--- config.mk ---
export PLATFORM = sky130hd
export DESIGN_NAME = display_share_ctrl
export DESIGN_NICKNAME = d
export VERILOG_FILES = /design/src/rtl/display_share_ctrl_pkg.sv /design/src/rtl/display_share_ctrl_digit_scan_seq.sv /design/src/rtl/display_share_ctrl.sv
export SDC_FILE = /design/constraint.sdc
export NUM_CORES = 1
export LEC_CHECK = 0
export CAP_MARGIN = 10
export CORE_ASPECT_RATIO = 1.25
export CORE_MARGIN = 1
export CORE_UTILIZATION = 64
export CTS_CLUSTER_SIZE = 14
export DETAILED_ROUTE_END_ITERATION = 7
export DONT_BUFFER_PORTS = 1
export PLACE_DENSITY = 0.89
export SYNTH_ARGS = -nofsm -noshare
export SYNTH_HDL_FRONTEND = slang
export SYNTH_SLANG_ARGS = --single-unit
--- constraint.sdc ---
create_clock -name clk -period 2.3 [get_ports clk]
set_input_delay 0.46 -clock clk [delete_from_list [all_inputs] [get_ports clk]]
set_output_delay 0.46 -clock clk [all_outputs]
set_load 0.005 [all_outputs]
--- src/rtl/display_share_ctrl_pkg.sv ---
// Shared definitions for the display sharing controller.
// Holds the scan FSM state encoding, the active-low anode patterns for the
// four digits, the nibble width and small helpers for selecting an anode
// pattern or a nibble by digit index.
package display_share_ctrl_pkg;

    localparam int NIB_W = 4;

    localparam logic [3:0] AN_OFF  = 4'b1111;
    localparam logic [3:0] AN_DIG3 = 4'b0111;
    localparam logic [3:0] AN_DIG2 = 4'b1011;
    localparam logic [3:0] AN_DIG1 = 4'b1101;
    localparam logic [3:0] AN_DIG0 = 4'b1110;

    typedef enum logic [1:0] {
        ST_IDLE  = 2'd0,
        ST_BLANK = 2'd1,
        ST_SHOW  = 2'd2
    } scan_state_e;

    function automatic logic [3:0] an_for_digit(input logic [1:0] digit);
        logic [3:0] pat;
        case (digit)
            2'd3:    pat = AN_DIG3;
            2'd2:    pat = AN_DIG2;
            2'd1:    pat = AN_DIG1;
            default: pat = AN_DIG0;
        endcase
        return pat;
    endfunction

    function automatic logic [NIB_W-1:0] nibble_sel(input logic [4*NIB_W-1:0] word,
                                                     input logic [1:0]         digit);
        logic [NIB_W-1:0] nib;
        case (digit)
            2'd3:    nib = word[4*NIB_W-1:3*NIB_W];
            2'd2:    nib = word[3*NIB_W-1:2*NIB_W];
            2'd1:    nib = word[2*NIB_W-1:NIB_W];
            default: nib = word[NIB_W-1:0];
        endcase
        return nib;
    endfunction

endpackage

--- src/rtl/display_share_ctrl_digit_scan_seq.sv ---
// digit_scan_seq: BLANK/SHOW digit sequencer for a 4-digit multiplexed display.
// A frame walks digit 3 down to digit 0; each digit spends BLANK ticks with all
// anodes off, then DWELL ticks lit.
// Ports:
//   clk, rst        clock, synchronous active-low reset
//   tick            scan-rate enable; nothing advances without it
//   start           begin a frame from IDLE, or chain a new frame at frame end
//   digit           current digit index (3..0)
//   an              active-low anode enables
//   frame_end       high during the last SHOW tick slot of digit 0 (not tick-gated)
//
// state    | meaning
// ---------+------------------------------------------------
// ST_IDLE  | no frame in progress, anodes off
// ST_BLANK | anodes off ahead of the current digit
// ST_SHOW  | current digit lit for DWELL ticks
module digit_scan_seq
    import display_share_ctrl_pkg::*;
#(
    parameter int unsigned DWELL = 4,
    parameter int unsigned BLANK = 1
) (
    input  logic       clk,
    input  logic       rst,
    input  logic       tick,
    input  logic       start,
    output logic [1:0] digit,
    output logic [3:0] an,
    output logic       frame_end
);

    localparam int unsigned CNT_MAX = (DWELL > BLANK) ? DWELL : BLANK;
    localparam int CW = $clog2(CNT_MAX + 1);

    scan_state_e    state_q, state_d;
    logic [1:0]     digit_q, digit_d;
    logic [CW-1:0]  cnt_q,   cnt_d;

    always_comb begin
        state_d = state_q;
        digit_d = digit_q;
        cnt_d   = cnt_q;
        if (tick) begin
            case (state_q)
                ST_IDLE: begin
                    if (start) begin
                        state_d = ST_BLANK;
                        digit_d = 2'd3;
                        cnt_d   = '0;
                    end
                end
                ST_BLANK: begin
                    if (cnt_q == CW'(BLANK - 1)) begin
                        state_d = ST_SHOW;
                        cnt_d   = '0;
                    end else begin
                        cnt_d = cnt_q + CW'(1);
                    end
                end
                ST_SHOW: begin
                    if (cnt_q == CW'(DWELL - 1)) begin
                        cnt_d = '0;
                        if (digit_q == 2'd0) begin
                            // Frame boundary: chain straight into the next frame
                            // when the arbiter keeps a grant, else go idle.
                            if (start) begin
                                state_d = ST_BLANK;
                                digit_d = 2'd3;
                            end else begin
                                state_d = ST_IDLE;
                                digit_d = 2'd0;
                            end
                        end else begin
                            state_d = ST_BLANK;
                            digit_d = digit_q - 2'd1;
                        end
                    end else begin
                        cnt_d = cnt_q + CW'(1);
                    end
                end
                default: begin
                    state_d = ST_IDLE;
                    digit_d = 2'd0;
                    cnt_d   = '0;
                end
            endcase
        end
    end

    always_ff @(posedge clk) begin
        if (!rst) begin
            state_q <= ST_IDLE;
            digit_q <= 2'd0;
            cnt_q   <= '0;
        end else begin
            state_q <= state_d;
            digit_q <= digit_d;
            cnt_q   <= cnt_d;
        end
    end

    assign digit     = digit_q;
    assign an        = (state_q == ST_SHOW) ? an_for_digit(digit_q) : AN_OFF;
    assign frame_end = (state_q == ST_SHOW) && (digit_q == 2'd0) &&
                       (cnt_q == CW'(DWELL - 1));

endmodule

--- src/rtl/display_share_ctrl.sv ---
// display_share_ctrl: shares one 4-digit 7-segment display between two
// requesters. Ownership is decided only at grant time from idle or at frame
// boundaries, and the displayed word is snapshotted at those same points so a
// frame never tears.
// Ports:
//   clk, rst          clock, synchronous active-low reset
//   tick              scan-rate enable
//   req_a, req_b      display requests
//   data_a, data_b    four nibbles each, [15:12] on digit 3
//   gnt_a, gnt_b      current owner (one-hot or none)
//   char              nibble for the segment decoder
//   an                active-low anode enables, an[3] leftmost
//   scan_done         one-cycle pulse on the final tick of a frame
module display_share_ctrl
    import display_share_ctrl_pkg::*;
#(
    parameter int unsigned DWELL = 4,
    parameter int unsigned BLANK = 1,
    parameter int unsigned HOLD  = 2
) (
    input  logic        clk,
    input  logic        rst,
    input  logic        tick,
    input  logic        req_a,
    input  logic        req_b,
    input  logic [15:0] data_a,
    input  logic [15:0] data_b,
    output logic        gnt_a,
    output logic        gnt_b,
    output logic [3:0]  char,
    output logic [3:0]  an,
    output logic        scan_done
);

    localparam int FW = $clog2(HOLD + 1);

    logic           gnt_a_q,  gnt_a_d;
    logic           gnt_b_q,  gnt_b_d;
    logic           ptr_q,    ptr_d;      // 0: A wins a tie, 1: B wins a tie
    logic [FW-1:0]  frames_q, frames_d;
    logic [15:0]    snap_q,   snap_d;

    logic           idle;
    logic           seq_start;
    logic [1:0]     seq_digit;
    logic           seq_frame_end;
    logic           pick_b;
    logic           own_b;
    logic           own_req;
    logic           oth_req;

    assign idle = !(gnt_a_q || gnt_b_q);

    digit_scan_seq #(
        .DWELL (DWELL),
        .BLANK (BLANK)
    ) u_scan (
        .clk       (clk),
        .rst       (rst),
        .tick      (tick),
        .start     (seq_start),
        .digit     (seq_digit),
        .an        (an),
        .frame_end (seq_frame_end)
    );

    always_comb begin
        gnt_a_d   = gnt_a_q;
        gnt_b_d   = gnt_b_q;
        ptr_d     = ptr_q;
        frames_d  = frames_q;
        snap_d    = snap_q;
        seq_start = 1'b0;
        pick_b    = req_b && (!req_a || ptr_q);
        own_b     = gnt_b_q;
        own_req   = own_b ? req_b : req_a;
        oth_req   = own_b ? req_a : req_b;

        if (tick) begin
            if (idle) begin
                if (req_a || req_b) begin
                    gnt_a_d   = !pick_b;
                    gnt_b_d   = pick_b;
                    ptr_d     = !pick_b;
                    frames_d  = FW'(1);
                    snap_d    = pick_b ? data_b : data_a;
                    seq_start = 1'b1;
                end
            end else if (seq_frame_end) begin
                if (own_req && (!oth_req || (frames_q < FW'(HOLD)))) begin
                    if (frames_q < FW'(HOLD)) begin
                        frames_d = frames_q + FW'(1);
                    end
                    snap_d    = own_b ? data_b : data_a;
                    seq_start = 1'b1;
                end else if (oth_req) begin
                    // Hand over; the tie pointer now favours the side just released.
                    gnt_a_d   = own_b;
                    gnt_b_d   = !own_b;
                    ptr_d     = own_b;
                    frames_d  = FW'(1);
                    snap_d    = own_b ? data_a : data_b;
                    seq_start = 1'b1;
                end else begin
                    gnt_a_d  = 1'b0;
                    gnt_b_d  = 1'b0;
                    frames_d = '0;
                end
            end
        end
    end

    always_ff @(posedge clk) begin
        if (!rst) begin
            gnt_a_q  <= 1'b0;
            gnt_b_q  <= 1'b0;
            ptr_q    <= 1'b0;
            frames_q <= '0;
            snap_q   <= '0;
        end else begin
            gnt_a_q  <= gnt_a_d;
            gnt_b_q  <= gnt_b_d;
            ptr_q    <= ptr_d;
            frames_q <= frames_d;
            snap_q   <= snap_d;
        end
    end

    assign gnt_a     = gnt_a_q;
    assign gnt_b     = gnt_b_q;
    assign char      = idle ? '0 : nibble_sel(snap_q, seq_digit);
    // Gated by rst so a frame aborted by reset never reports completion.
    assign scan_done = rst && tick && seq_frame_end;

endmodule

; ---- Word-level counts from Yosys, hierarchy flattened
; Cells that the tools add are included.
[word_totals]
out_inout_bits = 11
reg_bits = 28
in_bits = 37
[classes]
addsub = 3
order_cmp = 1
reduce_logical = 25
eq_ne = 14
mux = 55
n_bitwise = 1
[ops]
columns = cell, count
row1 = $mux 16, 8
row2 = $mux 1, 25
row3 = $mux 2, 12
row4 = $pmux 4 s3, 2
row5 = $reduce_and 4->1, 5
row6 = $pmux 2 s3, 2
row7 = $ne 2x2->1 const B, 5
row8 = $mux 3, 3
row9 = $pmux 3 s3, 1
row10 = $mux 4, 2
row11 = $eq 2x2->1 const B, 3
row12 = $logic_and 1x1->1, 6
row13 = $reduce_and 5->1, 1
row14 = $eq 2x1->1 const B, 2
row15 = $logic_not 1->1, 4
row16 = $logic_not 2->1, 2
row17 = $logic_or 1x1->1, 4
row18 = $add 3x1->3 const B, 1
row19 = $eq 3x2->1 const B, 1
row20 = $logic_not 3->1, 1
row21 = $ne 3x2->1 const B, 1
row22 = $ne 3x3->1 const B, 1
row23 = $add 2x1->2 const B, 1
row24 = $lt 2x2->1 const B, 1
row25 = other kinds (5), 5

; ---- Logic depth before layout (Yosys ltp)
; Gate-level depths: netlist of the first run.
[logic_depth]
word_depth = 12
depth_mapped = 9

; ---- Cells and area by module
; Synthesis of the first run repeated with hierarchy kept, for this count alone.
[hier_totals]
cells_unflattened = 279
hier_area_um2 = 2353.5
[by_module_without_submodules]
columns = module, cells_each, n_inst, area_each_um2
row1 = display_share_ctrl, 215, 1, 1818.0
row2 = digit_scan_seq, 64, 1, 535.5

; ---- Worst setup path before layout of the first run
; OpenSTA, ideal clock, no wires.
[synth_timing]
path_kind = register -> register
start = register u_scan.cnt_q[0]
end = register ptr_q
t_arrival_ps = 1611
path_buffers = 1
path_slack_ps = 572
setup_time_ps = 116
stages_incl_launch_ff = 8
synth_period_minus_slack_ps = 1728
cell_sequence = dfxtp_1 ha_1 ha_1 and4bb_1 buf_6 o211ai_2 a2111o_1 o211a_1
[synth_via]
elab_chain_cells = 4
[synth_lines]
columns = element, line_no
row1 = "start, declared", display_share_ctrl_digit_scan_seq.sv:37  ; logic [CW-1:0] cnt_q, cnt_d;
row2 = "start signal, assigned", display_share_ctrl_digit_scan_seq.sv:98  ; cnt_q <= cnt_d;
row3 = $eq 3x2->1, display_share_ctrl_digit_scan_seq.sv:105  ; (cnt_q == CW'(DWELL - 1));
row4 = $logic_and 1x1->1, display_share_ctrl_digit_scan_seq.sv:104  ; assign frame_end = (state_q == ST_SHOW) && (digit_q == 2'd0) &&
row5 = $ne 2x2->1 (no source line), -
row6 = $reduce_and 5->1 (no source line), -
row7 = "end signal, assigned", display_share_ctrl.sv:123  ; ptr_q <= ptr_d;
row8 = "end, declared", display_share_ctrl.sv:39  ; logic ptr_q, ptr_d;
; No other way between the ends.
; A chain may end at the register's enable or synchronous reset.

; ---- Final worst setup path of the first run
[layout_timing]
start = register u_scan.digit_q[0] (netlist: u_scan.digit[0])
end = output port char[2]
[layout_via]
elab_chain_cells = 3
[layout_lines]
columns = element, line_no
row1 = "start, declared", display_share_ctrl_digit_scan_seq.sv:36  ; logic [1:0] digit_q, digit_d;
row2 = "start signal, assigned", display_share_ctrl_digit_scan_seq.sv:97  ; digit_q <= digit_d;
row3 = $eq 2x1->1 or $eq 2x2->1 (tied branches), display_share_ctrl_pkg.sv:35  ; case (digit)
row4 = $pmux 4 s3 (*), display_share_ctrl_pkg.sv:35
row5 = $mux 4 (*), display_share_ctrl.sv:131  ; assign char = idle ? '0 : nibble_sel(snap_q, seq_digit);
row6 = "end, declared", display_share_ctrl.sv:30  ; output logic [3:0] char,
; Every way passes the cells marked *; elsewhere a longest branch is shown, timed or not.

==> flow_metrics.py, run 1 <==
metrics = {
    "global_route": {
        "grt_pass1_wl_mm": 9.12,
        "antenna_found_initial": 0,
        "vias_in_the_first_global_route": 2057,
        "grt-ovfl-total": 0,
        "grtUsageTotal": 0.278,
        "grt_max_degree": 33,
    },
    "drt": {
        "wl_met2_mm": 2.85,
        "detail_route.wirelength_mm": 5.36,
        "drc": 8,
        "met1Wirelength_mm": 2.12,
        "route.top_layer_used": "met4",
        "post_drt_via_cell_ratio": 6.84,
        "dr_total_vias": 2085,
        "wire_per_inst_microns": 17.6,
        "antenna_violating_nets_post_route": 0,
        "detailroute.wirelength.met3_microns": 296,
        "drt_first_pass_iters": 7,
        "drt_first_iter_violations": 149,
    },
    "cts": {
        "clk_transition_reported_paths_ps": 100,
        "cts_inserted_buffers": 3,
        "cts_tree": "done",
        "cts_root_buf": "clkbuf_8",
        "cts.htree.levels": 1,
        "post_cts_resize_count": 0,
        "cts_hold_repair.buffers": 0,
        "clk-insertion-delay-late_ps": 280,
        "clock_path_buffers": 2,
        "cts.sink_count": 28,
        "cts.repair_timing.setup_buffer_count": 0,
    },
    "flow_run": {
        "count_of_max_cap_constraint_violations": 0,
    },
    "setup_path": {
        "crit_path_end_kind": "primary output",
        "timing.reg2reg.worst_path_depth": 5,
        "critPathTopFamily": "flip-flops",
        "critical_path_required_ps": 1840,
        "crit_type": "flop to primary output",
        "buffers_plus_inverters_on_the_worst_setup_path": 0,
        "cp.depth": 2,
        "critical_path.max_stage_delay_ps": 640,
        "timing.critical_path.cells": "mux4_2 -> nor2b_1",
        "critical_path.max_fanout": 11,
        "cp-endpoint": "char[2]",
        "reg2reg_slack_ps": 280,
        "critical-path-slowest-cell": "dfxtp_1",
        "crit-reg2reg-launch": "u_scan.cnt_q[1]",
        "crit_path_start": "u_scan.digit[0]",
        "rr_endpoint": "snap_q[3]",
        "timing.critical_path.from_type": "flop",
        "critical_path_arrival_ps": 1650,
    },
    "placement": {
        "preCtsSetupSlack_ps": 296,
        "gpl.final_weighted_congestion": 0.978,
        "port_buffers": 0,
        "hpwlAfterDp_mm": 3.95,
    },
    "yosys": {
        "synth.ff_latch_count": 28,
        "ys_async_sr_fraction": 0,
        "synth.cell_area_sq_um": 2450,
        "mappedNetlistNets": 325,
        "synthesis.yosys.warnings": 0,
        "syn_avg_cell_area_sq_um": 8.74,
        "yosys_most_used_dff": "dfxtp_1",
        "yosysSeqAreaShare": 0.229,
        "synth_edf_count": 0,
        "synthDistinctLibCells": 49,
        "syn-instance-count": 280,
    },
    "die": {
        "design.core.area_sq_um": 3570,
        "effective_utilization_at_floorplan": 0.685,
        "floorplan.rows": 24,
        "die_w_microns": 57.3,
        "io_pins": 48,
        "die_area_sq_um": 4080,
        "die_height_microns": 71.2,
    },
    "layout": {
        "number_of_filler_cells_placed_in_the_layout": 285,
        "areaGrowthSynthToFinish_pct": 1.07,
        "antenna_cells": 0,
        "post_route_cells_drive_above_1_share": 0.109,
        "design.final.nets": 312,
    },
    "sta": {
        "worst_hold_slack_ps": 295,
        "post-route-period-util": 0.916,
        "clock_skew_ps": 4.63,
        "clock.fmax_mhz": 475,
        "slew_headroom": 0.266,
        "totalNegativeSetupSlack_ps": 0,
        "drv_slew": 0,
        "final_worst_setup_slack_ps": 194,
        "finalSetupViolations": 0,
        "finalCriticalPeriod_ps": 2110,
        "unrepaired_setup_endpoints_after_global_routing": "no",
        "actual_transition_at_the_worst_max_transition_pin_ps": 1090,
        "finalHoldViolations": 0,
    },
    "power_and_ir_drop": {
        "power.total_mw": 1.51,
        "vdd.ir_drop.worst_mv": 0.359,
        "power_per_cell_area_nw_per_um2": 612,
        "total_leakage_power_nw": 1.07,
    },
    "status": {
        "run_status": "complete, but fails checks",
        "violations_in_the_final_reports": "design-rule violations",
    },
    "min_path": {
        "class_of_the_most_critical_hold_timing_path": "input pin to flop",
    },
}
[sequential cells by signal (all words and copies together) (netlist names)]
signal and flops:
frames_q 2, ptr_q 1, u_scan.cnt_q 3, gnt_b 1, gnt_a 1, u_scan.state_q 2
snap_q 16, u_scan.digit 2
[cell families after synthesis]
family                     count (synthesis)  share of synthesized area
xor gates and xnor gates                   1                     0.0112
AOI/OAI and AO/OA                         74                      0.247
muxes                                     39                      0.180
DFF                                       28                      0.229
buffers and inverters                     35                     0.0736
and+or+nand+nor                           95                      0.218
adders and majority gates                  8                     0.0409
[power by group]
| group | switching [mW] | total [mW] | internal, mW |
|---|---|---|---|
| clock network | 0.162 | 0.396 | 0.233 |
| logic | 0.242 | 0.498 | 0.256 |
| registers | 0.0771 | 0.620 | 0.543 |
[per-stage QoR]
step,std cells,cell area (sq um),util
2_1_floorplan,280,2450,-
3_3_place_gp,301,2400,0.673
3_5_place_dp,301,2400,0.673
4_1_cts,305,2470,0.693
5_1_grt,305,2470,0.693
6_report,305,2470,0.693
[Yosys cell counts, types with 2 or more instances]
cell      count  area [sq um]
nor2b_1      38           238
mux2i_1      35           350
o221ai_1     32           280
nand2_1      31           116
dfxtp_1      28           561
buf_2        11          55.1
inv_1        11          41.3
a21oi_1       9          45.0
ha_1          8           100
clkbuf_1      6          22.5
o21ai_0       6          30.0
nand3_1       5          25.0
mux4_2        4          90.1
nand2b_1      4          25.0
nor2_1        4          15.0
o211a_1       4          40.0
buf_4         3          22.5
buf_6         3          33.8
a21o_1        2          15.0
a32oi_1       2          17.5
nand4_1       2          12.5
o211ai_2      2          25.0
o21a_1        2          15.0
o221a_2       2          22.5
o31ai_1       2          15.0
[how the worst min path moves through the flow]
stage	depth (start not counted)	to	from	slack [ps]
4_1_cts	1	ptr_q	rst	290
6_report	1	ptr_q	rst	290
5_1_grt	1	ptr_q	rst	290
3_3_place_gp	2	snap_q[4]	snap_q[4]	440
2_1_floorplan	2	snap_q[10]	snap_q[10]	430
3_5_place_dp	2	snap_q[14]	snap_q[14]	450
[cells in the final DEF (no fill, tap or decap), drive strengths merged, types with 6 or more instances in the layout]
cell	n
a21oi	9
buf	6
dfxtp	28
ha	8
inv	11
mux2i	35
nand2	31
nor2b	38
o21ai	7
o221ai	32
[per-layer routing]
metal  GRT usage  vias up
met5           0        -
met4      0.0786        0
met3      0.0420        9
met2       0.502       66
met1       0.337      990
li1            -     1020
[cell type report]
cell class	count	area [sq um]	share of cell area
timing repair buffer	6	45.0	0.0182
clock inverter	1	30.0	0.0121
clock buffer	3	41.3	0.0167
multi-input combinational	217	1710	0.690
inverter	11	41.3	0.0167
tap	39	48.8	0.0197
sequential	28	561	0.226
Power figures use the tool's default switching activity.
==> run 2: changes to the inputs <==
- GPL_TIMING_DRIVEN: default -> 1
- RECOVER_POWER: default -> 25
==> run 2 against run 1 <==
Against the previous run:
- the flow still finishes with violations (design-rule violations)
- first-iteration DRC count shrank 4.0%
- worst hold slack gained 2.2 ps
- critical path depth is the same
- clock skew shrank 0.83 ps
- routed wire length grew 0.47%
- register-to-register slack is essentially flat
- sequential cell count is the same
- combinational power is essentially flat
- global-route usage is the same
- non-clock buffer count is the same
==> flow_metrics.py, run 2 (synthesis gave the netlist of run 1 again) <==
metrics = {
    "status": {
        "run_status": "complete, but fails checks",
        "violations_in_the_final_reports": "design-rule violations",
    },
    "setup_path": {
        "critical_path_arrival_ps": 1650,
        "critical_path_required_ps": 1840,
        "critical-path-slowest-cell": "dfxtp_1",
        "timing.critical_path.from_type": "flop",
        "critical_path.max_fanout": 11,
        "crit_type": "flop to primary output",
        "critical_path.max_stage_delay_ps": 640,
        "timing.critical_path.cells": "mux4_2 -> nor2b_1",
        "crit_path_end_kind": "primary output",
    },
    "placement": {
        "hpwlAfterDp_mm": 3.95,
        "preCtsSetupSlack_ps": 296,
        "gpl.final_weighted_congestion": 0.978,
        "port_buffers": 0,
        "placed_cells": 301,
        "placement.cell_area_sq_um": 2400,
    },
    "layout": {
        "post_route_cells_drive_above_1_share": 0.0977,
        "largestRegisters": "snap_q: 16 flops, u_scan.cnt_q: 3 flops",
        "areaGrowthSynthToFinish_pct": 0.716,
        "antenna_cells": 0,
        "post-route-util": 0.690,
        "layout.cells.most_common": "nor2b_1",
        "number_of_filler_cells_placed_in_the_layout": 290,
        "flip_flop_count_of_the_largest_register_after_layout": 16,
        "most-common-layout-cells": "38 x nor2b_1, 35 x mux2i_1, 32 x o221ai_1",
        "top_register": "snap_q",
        "final-instance-count-excl-fill": 305,
        "design.final.nets": 312,
        "final_area_sq_um": 2470,
    },
    "sta": {
        "finalHoldViolations": 0,
        "final_worst_setup_slack_ps": 194,
        "finalCriticalPeriod_ps": 2110,
        "totalNegativeSetupSlack_ps": 0,
        "worst_hold_slack_ps": 297,
        "clock_skew_ps": 3.81,
        "post-route-period-util": 0.916,
        "finalSetupViolations": 0,
        "unrepaired_setup_endpoints_after_global_routing": "no",
        "clock.fmax_mhz": 475,
        "actual_transition_at_the_worst_max_transition_pin_ps": 1130,
        "slew_headroom": 0.243,
        "drv_slew": 0,
    },
    "cts": {
        "clk_transition_reported_paths_ps": 100,
        "cts_tree": "done",
        "cts.sink_count": 28,
        "clk-insertion-delay-late_ps": 280,
        "cts.repair_timing.setup_buffer_count": 0,
        "post_cts_resize_count": 0,
        "cts_hold_repair.buffers": 0,
        "clock_path_buffers": 2,
        "cts.htree.levels": 1,
        "cts_inserted_buffers": 3,
        "cts_root_buf": "clkbuf_8",
    },
    "drt": {
        "drt_first_pass_iters": 6,
        "dr_total_vias": 2073,
        "post_drt_via_cell_ratio": 6.80,
        "drt_first_iter_violations": 143,
        "drc": 8,
        "wire_per_inst_microns": 17.6,
        "antenna_violating_nets_post_route": 0,
        "detail_route.wirelength_mm": 5.38,
    },
    "global_route": {
        "grt_pass1_wl_mm": 9.12,
        "grtUsageTotal": 0.278,
        "antenna_found_initial": 0,
        "vias_in_the_first_global_route": 2057,
        "grt_max_degree": 33,
        "grt-ovfl-total": 0,
    },
    "power_and_ir_drop": {
        "power.total_mw": 1.51,
        "total_leakage_power_nw": 1.06,
        "power_per_cell_area_nw_per_um2": 612,
        "vdd.ir_drop.worst_mv": 0.359,
    },
    "die": {
        "die_area_sq_um": 4080,
        "io_pins": 48,
        "design.core.area_sq_um": 3570,
        "effective_utilization_at_floorplan": 0.685,
        "die_height_microns": 71.2,
        "floorplan.rows": 24,
        "die_w_microns": 57.3,
    },
    "min_path": {
        "class_of_the_most_critical_hold_timing_path": "input pin to flop",
    },
    "flow_run": {
        "count_of_max_cap_constraint_violations": 0,
    },
}
==> run 2: layer usage <==
| layer | vias up | part of all wire | global-route usage |
|---|---|---|---|
| met1 | 992 | 0.41 | 0.337 |
| li1 | 1017 | - | - |
| met2 | 55 | 0.53 | 0.502 |
| met4 | 0 | 0.017 | 0.0786 |
| met3 | 9 | 0.048 | 0.0420 |
| met5 | - | 0 | 0 |
==> run 2: worst paths after layout <==
| kind | start | end | slack, ps | depth (start not counted) |
|---|---|---|---|---|
| max | u_scan.digit[0] | char[2] | 190 | 2 |
| min | rst | ptr_q | 300 | 1 |
| max reg2reg | u_scan.cnt_q[1] | snap_q[3] | 280 | 5 |
| min reg2reg | snap_q[14] | snap_q[14] | 470 | 2 |
==> run 2: report_power, final <==
part | leakage [nW] | total (mW) | internal, mW | switching [mW]
clock | 0.0357 | 0.393 | 0.233 | 0.160
sequential | 0.230 | 0.620 | 0.543 | 0.0775
combinational | 0.799 | 0.495 | 0.252 | 0.243
==> run 2: critical path: cells and delay by family (launching register included) <==
family	cells	cell delay, ps
simple gates	1	160
flops	1	640
mux	1	560
==> run 2: layout make-up <==
type / instances / area, sq um / share of cell area
Clock inverter: 1 / 30.0 / 0.0122
Tap cell: 39 / 48.8 / 0.0198
Timing Repair Buffer: 6 / 37.5 / 0.0152
Multi-Input combinational cell: 217 / 1710 / 0.692
Inverter: 11 / 41.3 / 0.0167
Clock buffer: 3 / 41.3 / 0.0167
Sequential cell: 28 / 561 / 0.227
